===== src/rtl/spi_master_ctrl_pkg.sv =====
// Shared SPI link definitions: frame control codes, command opcodes and the
// master FSM state encoding, common to master, slave and bench.
package spi_pkg;

    localparam int CTRL_WIDTH = 3;

    localparam logic [CTRL_WIDTH-1:0] CTRL_WR_ADDR = 3'b000;
    localparam logic [CTRL_WIDTH-1:0] CTRL_WR_DATA = 3'b001;
    localparam logic [CTRL_WIDTH-1:0] CTRL_RD_ADDR = 3'b110;
    localparam logic [CTRL_WIDTH-1:0] CTRL_RD_DATA = 3'b111;

    typedef enum logic [1:0] {
        OP_WR_ADDR = 2'b00,
        OP_WR_DATA = 2'b01,
        OP_RD_ADDR = 2'b10,
        OP_RD_DATA = 2'b11
    } spi_op_e;

    typedef enum logic [2:0] {
        ST_IDLE  = 3'd0,
        ST_SETUP = 3'd1,
        ST_SHIFT = 3'd2,
        ST_GAP   = 3'd3,
        ST_RECV  = 3'd4,
        ST_HOLD  = 3'd5
    } spi_state_e;

    function automatic logic [CTRL_WIDTH-1:0] op_to_ctrl(input spi_op_e op);
        logic [CTRL_WIDTH-1:0] ctrl;
        case (op)
            OP_WR_ADDR: ctrl = CTRL_WR_ADDR;
            OP_WR_DATA: ctrl = CTRL_WR_DATA;
            OP_RD_ADDR: ctrl = CTRL_RD_ADDR;
            default:    ctrl = CTRL_RD_DATA;
        endcase
        return ctrl;
    endfunction

endpackage


===== src/rtl/spi_master_ctrl_if.sv =====
// Host-side command/response bundle of the SPI master controller.
interface spi_master_ctrl_if #(
    parameter int FRAME_WIDTH = 8
);
    logic                   cmd_valid;
    logic                   cmd_ready;
    logic [1:0]             cmd_op;
    logic [FRAME_WIDTH-1:0] cmd_data;
    logic                   rsp_valid;
    logic [FRAME_WIDTH-1:0] rsp_data;
    logic                   busy;

    modport master (
        output cmd_valid, cmd_op, cmd_data,
        input  cmd_ready, rsp_valid, rsp_data, busy
    );

    modport slave (
        input  cmd_valid, cmd_op, cmd_data,
        output cmd_ready, rsp_valid, rsp_data, busy
    );
endinterface


===== src/rtl/spi_master_ctrl_frame_shifter.sv =====
// Frame datapath: parallel-in/serial-out for the outgoing frame and
// serial-in capture of the reply byte. Sequencing comes from the master FSM.
module spi_frame_shifter
    import spi_pkg::*;
#(
    parameter int FRAME_WIDTH = 8,
    localparam int FRAME_BITS = CTRL_WIDTH + FRAME_WIDTH
) (
    input  logic                   clk,
    input  logic                   i_load,
    input  logic [FRAME_BITS-1:0]  i_frame,
    input  logic                   i_shift,
    input  logic                   i_capture,
    input  logic                   i_miso,
    output logic                   o_msb,
    output logic [FRAME_WIDTH-1:0] o_rx_next
);
    logic [FRAME_BITS-1:0]  r_piso;
    logic [FRAME_WIDTH-1:0] r_sipo;

    always_ff @(posedge clk) begin
        if (i_load) begin
            r_piso <= i_frame;
        end else if (i_shift) begin
            r_piso <= {r_piso[FRAME_BITS-2:0], 1'b0};
        end
    end

    // A capture sequence always rewrites every bit, so no clear is needed.
    always_ff @(posedge clk) begin
        if (i_capture) begin
            r_sipo <= o_rx_next;
        end
    end

    assign o_msb     = r_piso[FRAME_BITS-1];
    assign o_rx_next = {r_sipo[FRAME_WIDTH-2:0], i_miso};

endmodule


===== src/rtl/spi_master_ctrl.sv =====
// SPI initiator: turns host commands into {ctrl, payload} MOSI frames clocked
// one bit per clk, and captures the MISO reply byte for read-data commands.
module spi_master_ctrl
    import spi_pkg::*;
#(
    parameter int FRAME_WIDTH = 8,
    parameter int RD_GAP      = 2,
    parameter int IDLE_GAP    = 1
) (
    input  logic                clk,
    input  logic                rst,
    spi_master_ctrl_if.slave    bus,
    output logic                SS_n,
    output logic                MOSI,
    input  logic                MISO
);
    localparam int FRAME_BITS = CTRL_WIDTH + FRAME_WIDTH;
    localparam int CNT_MAX_A  = (FRAME_BITS > RD_GAP) ? FRAME_BITS : RD_GAP;
    localparam int CNT_MAX    = (CNT_MAX_A > IDLE_GAP) ? CNT_MAX_A : IDLE_GAP;
    localparam int CNT_W      = $clog2(CNT_MAX + 1);

    localparam logic [CNT_W-1:0] SHIFT_INIT = CNT_W'(FRAME_BITS - 1);
    localparam logic [CNT_W-1:0] GAP_INIT   = CNT_W'(RD_GAP - 1);
    localparam logic [CNT_W-1:0] RECV_INIT  = CNT_W'(FRAME_WIDTH - 2);
    localparam logic [CNT_W-1:0] HOLD_INIT  = CNT_W'((IDLE_GAP > 1) ? IDLE_GAP - 2 : 0);

    spi_state_e             r_state, w_state_nxt;
    logic [CNT_W-1:0]       r_cnt, w_cnt_nxt;
    logic                   r_ss_n, w_ss_n_nxt;
    logic                   r_mosi, w_mosi_nxt;
    logic                   r_cmd_ready, w_cmd_ready_nxt;
    logic                   r_busy, w_busy_nxt;
    logic                   r_rsp_valid, w_rsp_valid_nxt;
    logic [FRAME_WIDTH-1:0] r_rsp_data, w_rsp_data_nxt;
    logic                   r_is_read, w_is_read_nxt;

    logic                   w_accept;
    logic                   w_load;
    logic                   w_shift;
    logic                   w_capture;
    logic                   w_finish;
    logic                   w_msb;
    logic [FRAME_WIDTH-1:0] w_rx_next;
    logic [FRAME_BITS-1:0]  w_frame;

    assign w_accept = bus.cmd_valid & r_cmd_ready;
    assign w_frame  = {op_to_ctrl(spi_op_e'(bus.cmd_op)), bus.cmd_data};

    spi_frame_shifter #(
        .FRAME_WIDTH (FRAME_WIDTH)
    ) u_shifter (
        .clk       (clk),
        .i_load    (w_load),
        .i_frame   (w_frame),
        .i_shift   (w_shift),
        .i_capture (w_capture),
        .i_miso    (MISO),
        .o_msb     (w_msb),
        .o_rx_next (w_rx_next)
    );

    always_ff @(posedge clk) begin
        if (rst) begin
            r_state     <= ST_IDLE;
            r_cnt       <= '0;
            r_ss_n      <= 1'b1;
            r_mosi      <= 1'b0;
            r_cmd_ready <= 1'b1;
            r_busy      <= 1'b0;
            r_rsp_valid <= 1'b0;
            r_rsp_data  <= '0;
            r_is_read   <= 1'b0;
        end else begin
            r_state     <= w_state_nxt;
            r_cnt       <= w_cnt_nxt;
            r_ss_n      <= w_ss_n_nxt;
            r_mosi      <= w_mosi_nxt;
            r_cmd_ready <= w_cmd_ready_nxt;
            r_busy      <= w_busy_nxt;
            r_rsp_valid <= w_rsp_valid_nxt;
            r_rsp_data  <= w_rsp_data_nxt;
            r_is_read   <= w_is_read_nxt;
        end
    end

    always_comb begin
        w_state_nxt     = r_state;
        w_cnt_nxt       = r_cnt;
        w_ss_n_nxt      = r_ss_n;
        w_mosi_nxt      = r_mosi;
        w_cmd_ready_nxt = r_cmd_ready;
        w_busy_nxt      = r_busy;
        w_rsp_valid_nxt = 1'b0;
        w_rsp_data_nxt  = r_rsp_data;
        w_is_read_nxt   = r_is_read;
        w_load          = 1'b0;
        w_shift         = 1'b0;
        w_capture       = 1'b0;
        w_finish        = 1'b0;

        case (r_state)
            ST_IDLE: begin
                if (w_accept) begin
                    w_load          = 1'b1;
                    w_is_read_nxt   = (bus.cmd_op == OP_RD_DATA);
                    w_ss_n_nxt      = 1'b0;
                    w_cmd_ready_nxt = 1'b0;
                    w_busy_nxt      = 1'b1;
                    w_state_nxt     = ST_SETUP;
                end
            end
            ST_SETUP: begin
                w_mosi_nxt  = w_msb;
                w_shift     = 1'b1;
                w_cnt_nxt   = SHIFT_INIT;
                w_state_nxt = ST_SHIFT;
            end
            // r_cnt counts the frame bits still to be driven after the current one.
            ST_SHIFT: begin
                if (r_cnt != '0) begin
                    w_mosi_nxt = w_msb;
                    w_shift    = 1'b1;
                    w_cnt_nxt  = r_cnt - CNT_W'(1);
                end else begin
                    w_mosi_nxt = 1'b0;
                    if (r_is_read) begin
                        w_cnt_nxt   = GAP_INIT;
                        w_state_nxt = ST_GAP;
                    end else begin
                        w_finish = 1'b1;
                    end
                end
            end
            ST_GAP: begin
                if (r_cnt == '0) begin
                    w_capture   = 1'b1;
                    w_cnt_nxt   = RECV_INIT;
                    w_state_nxt = ST_RECV;
                end else begin
                    w_cnt_nxt = r_cnt - CNT_W'(1);
                end
            end
            ST_RECV: begin
                w_capture = 1'b1;
                if (r_cnt == '0) begin
                    w_rsp_data_nxt  = w_rx_next;
                    w_rsp_valid_nxt = 1'b1;
                    w_finish        = 1'b1;
                end else begin
                    w_cnt_nxt = r_cnt - CNT_W'(1);
                end
            end
            ST_HOLD: begin
                if (r_cnt == '0) begin
                    w_cmd_ready_nxt = 1'b1;
                    w_busy_nxt      = 1'b0;
                    w_state_nxt     = ST_IDLE;
                end else begin
                    w_cnt_nxt = r_cnt - CNT_W'(1);
                end
            end
            default: begin
                w_state_nxt = ST_IDLE;
            end
        endcase

        // The ready cycle in IDLE is the last SS_n-high cycle of the gap, so a
        // held command sees SS_n high for exactly IDLE_GAP cycles.
        if (w_finish) begin
            w_ss_n_nxt = 1'b1;
            if (IDLE_GAP > 1) begin
                w_cnt_nxt   = HOLD_INIT;
                w_state_nxt = ST_HOLD;
            end else begin
                w_cmd_ready_nxt = 1'b1;
                w_busy_nxt      = 1'b0;
                w_state_nxt     = ST_IDLE;
            end
        end
    end

    assign bus.cmd_ready = r_cmd_ready;
    assign bus.rsp_valid = r_rsp_valid;
    assign bus.rsp_data  = r_rsp_data;
    assign bus.busy      = r_busy;
    assign SS_n          = r_ss_n;
    assign MOSI          = r_mosi;

endmodule


===== src/flat_wrapper.sv =====
// flat-port wrapper written by rule: the top's interface ports become plain ports
module spi_master_ctrl_flat import spi_pkg::*;
#(
    parameter int FRAME_WIDTH = 8,
    parameter int RD_GAP      = 2,
    parameter int IDLE_GAP    = 1
)
  (clk, rst, SS_n, MOSI, MISO, bus_cmd_valid, bus_cmd_op, bus_cmd_data, bus_cmd_ready, bus_rsp_valid, bus_rsp_data, bus_busy);
  spi_master_ctrl_if #(.FRAME_WIDTH(FRAME_WIDTH)) bus_i ();
  input  logic clk;
  input  logic rst;
  output logic SS_n;
  output logic MOSI;
  input  logic MISO;
  input wire logic [$bits(bus_i.cmd_valid)-1:0] bus_cmd_valid;
  input wire logic [$bits(bus_i.cmd_op)-1:0] bus_cmd_op;
  input wire logic [$bits(bus_i.cmd_data)-1:0] bus_cmd_data;
  output wire logic [$bits(bus_i.cmd_ready)-1:0] bus_cmd_ready;
  output wire logic [$bits(bus_i.rsp_valid)-1:0] bus_rsp_valid;
  output wire logic [$bits(bus_i.rsp_data)-1:0] bus_rsp_data;
  output wire logic [$bits(bus_i.busy)-1:0] bus_busy;
  assign bus_i.cmd_valid = bus_cmd_valid;
  assign bus_i.cmd_op = bus_cmd_op;
  assign bus_i.cmd_data = bus_cmd_data;
  assign bus_cmd_ready = bus_i.cmd_ready;
  assign bus_rsp_valid = bus_i.rsp_valid;
  assign bus_rsp_data = bus_i.rsp_data;
  assign bus_busy = bus_i.busy;
  spi_master_ctrl #(.FRAME_WIDTH(FRAME_WIDTH), .RD_GAP(RD_GAP), .IDLE_GAP(IDLE_GAP)) u_core (.clk(clk), .rst(rst), .bus(bus_i), .SS_n(SS_n), .MOSI(MOSI), .MISO(MISO));
endmodule

===== config.mk =====
export PLATFORM = sky130hd
export DESIGN_NAME = spi_master_ctrl_flat
export DESIGN_NICKNAME = d
export VERILOG_FILES = /design/src/rtl/spi_master_ctrl_pkg.sv /design/src/rtl/spi_master_ctrl_if.sv /design/src/rtl/spi_master_ctrl_frame_shifter.sv /design/src/rtl/spi_master_ctrl.sv /design/src/flat_wrapper.sv
export SDC_FILE = /design/constraint.sdc
export NUM_CORES = 1
export LEC_CHECK = 0
export CORE_MARGIN = 2
export CORE_UTILIZATION = 43
export DETAILED_ROUTE_END_ITERATION = 10
export PLACE_DENSITY = 0.68
export SYNTH_ARGS = -nofsm -noshare
export SYNTH_HDL_FRONTEND = slang
export SYNTH_HIERARCHICAL = 1
export SYNTH_SLANG_ARGS = --single-unit

===== constraint.sdc =====
create_clock -name clk -period 2.15 [get_ports clk]
set_input_delay 0.3225 -clock clk [delete_from_list [all_inputs] [get_ports clk]]
set_output_delay 0.3225 -clock clk [all_outputs]
set_load 0.01 [all_outputs]

# Word-level counts from Yosys, hierarchy flattened
# Cells that the tools add are included.
dict set report word_totals {
  inputBits 14
  elab_cells 76
  out_inout_bits 13
  register_bits 39
}
dict set report classes {
  add_sub_neg 1
  bitwise_logic 2
  n_mux 31
  n_reduce_logical 16
  n_eq_ne 15
}
# op n
set op_table {}
lappend op_table {{2-to-1 mux 11 bit} 2}
lappend op_table {{one-hot mux 3 bit (6 select lines)} 1}
lappend op_table {{2-to-1 mux 4 bit} 4}
lappend op_table {{one-hot mux 4 bit (4 select lines)} 1}
lappend op_table {{2-to-1 mux 3 bit} 5}
lappend op_table {{one-hot mux 1 bit (2 select lines)} 6}
lappend op_table {{2-to-1 mux 1 bit} 11}
lappend op_table {{one-hot mux 3 bit (3 select lines)} 1}
lappend op_table {{!= test 2 x 1 -> 1 bit (second input constant)} 4}
lappend op_table {{nonzero test 4 bit} 2}
lappend op_table {{equality test 3 x 2 -> 1 bit (second input constant)} 2}
lappend op_table {{equality test 3 bit (second input constant)} 2}
lappend op_table {{AND reduction 3 bit} 2}
lappend op_table {{AND reduction 6 bit} 1}
lappend op_table {{nonzero test 2 bit} 3}
lappend op_table {{OR reduction 2 bit} 3}
lappend op_table {{equality test 2 bit (second input constant)} 2}
lappend op_table {{zero test 4 bit} 1}
lappend op_table {{!= test 2 bit (second input constant)} 2}
lappend op_table {{AND reduction 2 bit} 2}
lappend op_table {{subtractor 4 x 1 -> 4 bit (second input constant)} 1}
lappend op_table {{equality test 3 x 1 -> 1 bit (second input constant)} 1}
lappend op_table {{zero test 3 bit} 1}
lappend op_table {{!= test 3 x 1 -> 1 bit (second input constant)} 1}
lappend op_table {{4 further kinds} 4}

# Depth between registers and ports, before layout
# Gate-level depths: netlist of run 1.
dict set report depth {
  ltp_word 5
  mapped_depth 7
  mapped_depth_nobuf 6
}

# Hierarchy
# Netlist of run 1, hierarchy kept.
# mod instances seq_area_each_um2 area_per_inst_um2 cells_per_inst
set by_module_without_submodules {}
lappend by_module_without_submodules {spi_master_ctrl 1 420.4 1173.6 139}
lappend by_module_without_submodules {spi_frame_shifter 1 540.5 715.7 32}

# Worst setup path before layout of run 1
# OpenSTA, ideal clock, no wires.
dict set report synth_path {
  path_type {reg2reg}
  start {register u_core.r_state[2]}
  end {register u_core.u_shifter.r_piso[0] (enable)}
  n_path_buf 2
  arrival_ns 1.658
  setup_ns 0.346
  slack_ns 0.146
  stages_incl_launch_ff 7
  cell_sequence {dfxtp_1 buf_6 or2_2 or3_4 inv_2 buf_6 or2_1}
}
dict set report synth_via {
  elab_chain_cells 3
  elab_cells_between_ends 6
  cone_classes {2 x eq/ne; 2 x mux; 2 x reduce/logical}
}
# item line_no
set synth_rtl {}
lappend synth_rtl {{from (decl)} spi_master_ctrl.sv:27} ;# spi_state_e r_state, w_state_nxt;
lappend synth_rtl {{from (signal assigned)} spi_master_ctrl.sv:74} ;# r_state <= w_state_nxt;
lappend synth_rtl {{zero test 3 bit} spi_master_ctrl.sv:101} ;# case (r_state)
lappend synth_rtl {{2-to-1 mux 1 bit} spi_master_ctrl.sv:101}
lappend synth_rtl {{via u_core.w_load} spi_master_ctrl.sv:38} ;# logic w_load;
lappend synth_rtl {{nonzero test 2 bit (no line)} n/a}
lappend synth_rtl {{to (signal assigned)} spi_master_ctrl_frame_shifter.sv:23} ;# r_piso <= i_frame;
lappend synth_rtl {{to (signal assigned)} spi_master_ctrl_frame_shifter.sv:25} ;# r_piso <= {r_piso[FRAME_BITS-2:0], 1'b0};
lappend synth_rtl {{to (decl)} spi_master_ctrl_frame_shifter.sv:18} ;# logic [FRAME_BITS-1:0] r_piso;
# The timed path passes the listed nets, and every way through them passes these cells.
# A chain may end at the register's enable or synchronous reset.

# Worst setup path in the final report of run 1
dict set report layout_path {
  start {register u_core.r_state[2]}
  end {register u_core.r_cnt[2]}
}
dict set report layout_via {
  elab_chain_cells 4
  elab_cells_between_ends 11
  cone_classes {7 x eq/ne; 1 x mux; 3 x reduce/logical}
}
# item line_no
set layout_rtl {}
lappend layout_rtl {{equality test 3 bit} spi_master_ctrl.sv:101}
lappend layout_rtl {{OR reduction 2 bit (no line)} n/a}
lappend layout_rtl {{!= test 2 bit (no line) or nonzero test 4 bit (tied branches)} n/a}
lappend layout_rtl {{AND reduction 3 bit (no line)} n/a}
lappend layout_rtl {{to (signal assigned)} spi_master_ctrl.sv:75} ;# r_cnt <= w_cnt_nxt;
lappend layout_rtl {{to (decl)} spi_master_ctrl.sv:28} ;# logic [CNT_W-1:0] r_cnt, w_cnt_nxt;
# Several ways; a longest one is shown, not always the timed one.

==> metrics.log, run 1 <==
[metrics] post-synthesis register bit count: 39
[metrics] latest clock arrival within the worst-skew pair: 0.29 ns
[metrics] total count of max-transition violations in the final report: 0
[metrics] fraction of the mapped netlist area in simple logic gates: 17.09%
[metrics] Critical Path Slowest Stage Cell: o21bai_1
[metrics] area occupied by multi-input gates: 834.6 µm²
[metrics] number of hold violations in the final report: 0
[metrics] count of clock tree sinks: 39
[metrics] critical path launch point type: flop
[metrics] count of yosys warnings during synthesis: 6
[metrics] Worst Hold Launch: u_core/u_shifter/r_sipo[0]
[metrics] Cells after DPL: 246
[metrics] Final Instance Count excl. Fillers: 254
[metrics] number of optimization iterations in the first detailed-route pass: 4
[metrics] max-slew headroom at the worst pin: 68.01%
[metrics] placer congestion estimate: 0.8545
[metrics] cell-internal power: 1.858 mW
[metrics] commonest cells after routing, fill and taps aside: clkdlybuf4s50_1 (26), dfxtp_1 (21), nand2_1 (21)
[metrics] area fraction of the dominant cell type after synthesis: 28.61%
[metrics] clock slew seen by the registers of the worst setup and hold paths: 0.08 ns
[metrics] cell area after synthesis: 0.001889 mm²
[metrics] crit-path leading delay family: compound AO/OA/AOI/OAI gates
[metrics] WS Path Type: flop to flop
[metrics] maximum count of clock buffers along a single path: 2
[metrics] outcome: finished, final reports clean
[metrics] ratio of routed vias to standard cells: 5.350
[metrics] Crit path arrival time: 2.17 ns
[metrics] Tightest Hold Check Type: flop to flop
[metrics] IR drop worst, VDD: 0.0006870 V
[metrics] antenna violation net count after detailed routing: 0
[metrics] type of destination of the critical path: flop
[metrics] Synth Flop Type: dfxtp_1
[metrics] Horiz. Die Dim: 70.29 µm
[metrics] Synth Area in Compound Gates: 15.83%
[metrics] number of hold buffers added after CTS: 0
[metrics] fraction of synthesized area in multiplexers: 8.609%
[metrics] count of distinct cell types in the synthesized netlist: 54
[metrics] cell breakdown of the critical path: buf_4 -> ha_1 -> nor2_1 -> o21bai_1 -> o311ai_0 -> a32o_1
[metrics] number of nets produced by synthesis: 189
[metrics] GRT Overall Usage: 15.99%
[metrics] longest individual stage delay on the worst path: 0.42 ns
[metrics] total grt overflow: 0
[metrics] Max FO, Critical Path: 11
[metrics] area after detailed placement: 0.002220 mm²
[metrics] slew at the pin closest to its max-slew limit: 0.4788 ns
[metrics] Vias: 1,359
[metrics] relative contribution of combinational cells to total power: 41.4%
[metrics] crit path launch: u_core/r_state[2]
[metrics] cell area power density: 1212 mW/mm²
[metrics] detail-routed net length per standard cell: 14.72 µm
[metrics] portion of total power attributed to sequential cells: 41.0%
[metrics] number of gates resized after CTS: 0
[metrics] post-CTS repair timing setup buffer count: 0
[metrics] layout cell share with drive strength beyond 1: 18.32%
[metrics] Die Footprint: 0.004940 mm²
[metrics] post-synthesis adder-cell area fraction: 2.649%
[metrics] Async SR Flop Fraction: 0%
[metrics] combinational family with the most area after synthesis: simple AND/OR/NAND/NOR gates
[metrics] Post-synth EDFFs: 18
[metrics] overall power consumption: 2.797 mW
[metrics] number of buffer and inverter stages on the critical path: 1
[metrics] area share of xor/xnor cells in the synthesized design: 0%
[metrics] count of buffers inserted at the top-level ports: 26
[metrics] TritonCTS clock tree: yes
[metrics] highest achievable clock rate: 0.5019 GHz
[metrics] Residual DRC: 0
[metrics] filler cell count: 395
[metrics] launch point of the worst reg-to-reg path: u_core/r_state[2]
[metrics] hpwl dp: 2705 µm
[metrics] TritonCTS buffer count: 5
[metrics] leading cell type in the layout, fill and taps excluded: clkdlybuf4s50_1
[metrics] standard-cell rows: 24
[metrics] antenna violations before repair: 0
[metrics] sequential cell area in the final layout: 960.9 µm²
[metrics] Required @ worst endpoint: 2.33 ns
[metrics] num ports: 27
[metrics] Psw: 0.9392 mW
[metrics] largest cells by area after synthesis: edfxtp_1 (29%), dfxtp_1 (22%), mux2_4 (6.4%)
[metrics] Layout Cell Area excl Fill: 0.002308 mm²
[metrics] CORE AREA: 0.004294 mm²
[metrics] number of nets in the layout: 219
[metrics] H-tree lvl count: 2
[metrics] endpoints failing setup: 0
[metrics] initial cell density of the core: 44.00%
[metrics] clock network fraction of total power: 17.6%
[metrics] part of the cycle the worst path needs: 92.68%
[metrics] instance count of the mapped netlist: 171
[metrics] Die H: 70.29 µm
[metrics] unrepaired setup endpoints after global routing: no
[metrics] Leakage Power: 0.8049 nW
[metrics] Area growth syn-to-layout: 22.19%
[metrics] maximum number of pins on one net before global-route repair: 16
[metrics] Max-cap violations: 0
[metrics] Avg Synthesized Cell Area: 11.05 µm²
[metrics] final antenna diode count: 0
[metrics] post-layout min period: 1.993 ns
[metrics] Clock Tree Root: clkbuf_8
[metrics] global-route wire length before repair: 6417 µm
[metrics] Final Skew: 0.006172 ns
[metrics] number of global-route vias before repair: 1,340
[metrics] count of routing violations after the opening detailed-route iteration: 65
[metrics] sw frac: 33.57%
[metrics] most area-hungry cell type in the Yosys netlist: edfxtp_1
[metrics] Seq/Total Area, Yosys: 50.86%
[metrics] routed wire length: 3738 µm
==> power by group through the flow <==
stage / Combinational [mW] / Clock (mW) / Sequential [mW]
finish: 1.16 / 0.491 / 1.15
global route: 1.27 / 0.538 / 1.17
CTS: 1.16 / 0.507 / 1.15
detailed placement: 1.16 / 0 / 1.16
global placement: 1.11 / 0 / 1.16
floorplan: 0.812 / 0 / 1.15
==> synth_stat cells (2+ instances only) <==
master,count
a32o_1,2
a21oi_1,16
o21ai_0,5
mux2_4,8
nand3_1,2
inv_1,8
a21o_1,2
o21bai_1,2
a2111oi_0,2
mux2_2,2
clkbuf_1,4
nand2_1,21
dfxtp_1,21
ha_1,4
buf_6,2
edfxtp_1,18
nor2b_1,2
nand2b_1,6
nor2_1,5
and2_1,2
buf_2,3
mux2i_1,2
==> metal layers <==
metal / global-route usage (%) / vias to the layer above / part of all wire [%]
met4: 2.564 / 0 / 0.56
met3: 4.040 / 3 / 4.3
met2: 27.04 / 31 / 49
met5: 0 / - / 0
li1: - / 678 / -
met1: 20.99 / 647 / 46
==> through the flow <==
| stage | setup WS, ns | utilization (%) | setup TNS (ns) | hold slack, ns |
|---|---|---|---|---|
| global route | 0.003846 | 53.76 | 0 | 0.4728 |
| finish | 0.1574 | 53.76 | 0 | 0.4611 |
| global placement | 0.002456 | 51.69 | 0 | 0.4383 |
| detailed placement | -0.02927 | 51.69 | -0.3540 | 0.4451 |
| CTS | 0.1736 | 53.76 | 0 | 0.4633 |
| floorplan | 0.1456 | - | 0 | 0.4214 |
==> state kept, by name, summed over array words and instances (netlist names) <==
register,flops
u_core/bus.rsp_valid,1
u_core/SS_n,1
u_core/u_shifter/r_sipo,7
u_core/MOSI,1
u_core/r_cnt,4
u_core/bus.busy,1
u_core/bus.cmd_ready,1
u_core/u_shifter/r_piso,11
u_core/r_state,3
u_core/r_is_read,1
u_core/bus.rsp_data,8
==> area by class of cell <==
cell class,count,share of cell area [%]
multi-input cells,113,36.15
repair buffers,33,14.09
clock buffers,5,2.981
well taps,52,2.818
inverters,9,1.463
clock inverters,3,0.8672
flip-flops and latches,39,41.63
==> cells by family (layout without fill, tap and decap cells) <==
kind of cell / count (synthesis) / count (layout)
adder cells (fa/ha/maj): 4 / 4
flip-flops: 39 / 39
multiplexers: 12 / 12
AO/OA/AOI/OAI: 44 / 44
buffers and inverters: 19 / 50
AND/OR/NAND/NOR: 53 / 53
==> path summary, 6_finish.rpt <==
| check | to | slack, ns | cells past startpoint |
|---|---|---|---|
| worst max-delay path | u_core/r_cnt[2] | 0.16 | 6 |
| worst min-delay path | u_core/u_shifter/r_sipo[1] | 0.46 | 0 |
| worst max register to register | u_core/r_cnt[2] | 0.16 | 6 |
| worst min register to register | u_core/u_shifter/r_sipo[1] | 0.46 | 0 |
No activity file was read; power rests on OpenSTA's default activity.
==> run 2: changes to the inputs <==
--- a/config.mk
+++ b/config.mk
@@ -5,6 +5,7 @@
 export SDC_FILE = /design/constraint.sdc
 export NUM_CORES = 1
 export LEC_CHECK = 0
+export ABC_CLOCK_PERIOD_IN_PS = 2150
 export CORE_MARGIN = 2
 export CORE_UTILIZATION = 43
 export DETAILED_ROUTE_END_ITERATION = 10
==> results of run 2 <==
The final DEF is identical to that of run 1; final timing and power are the same.
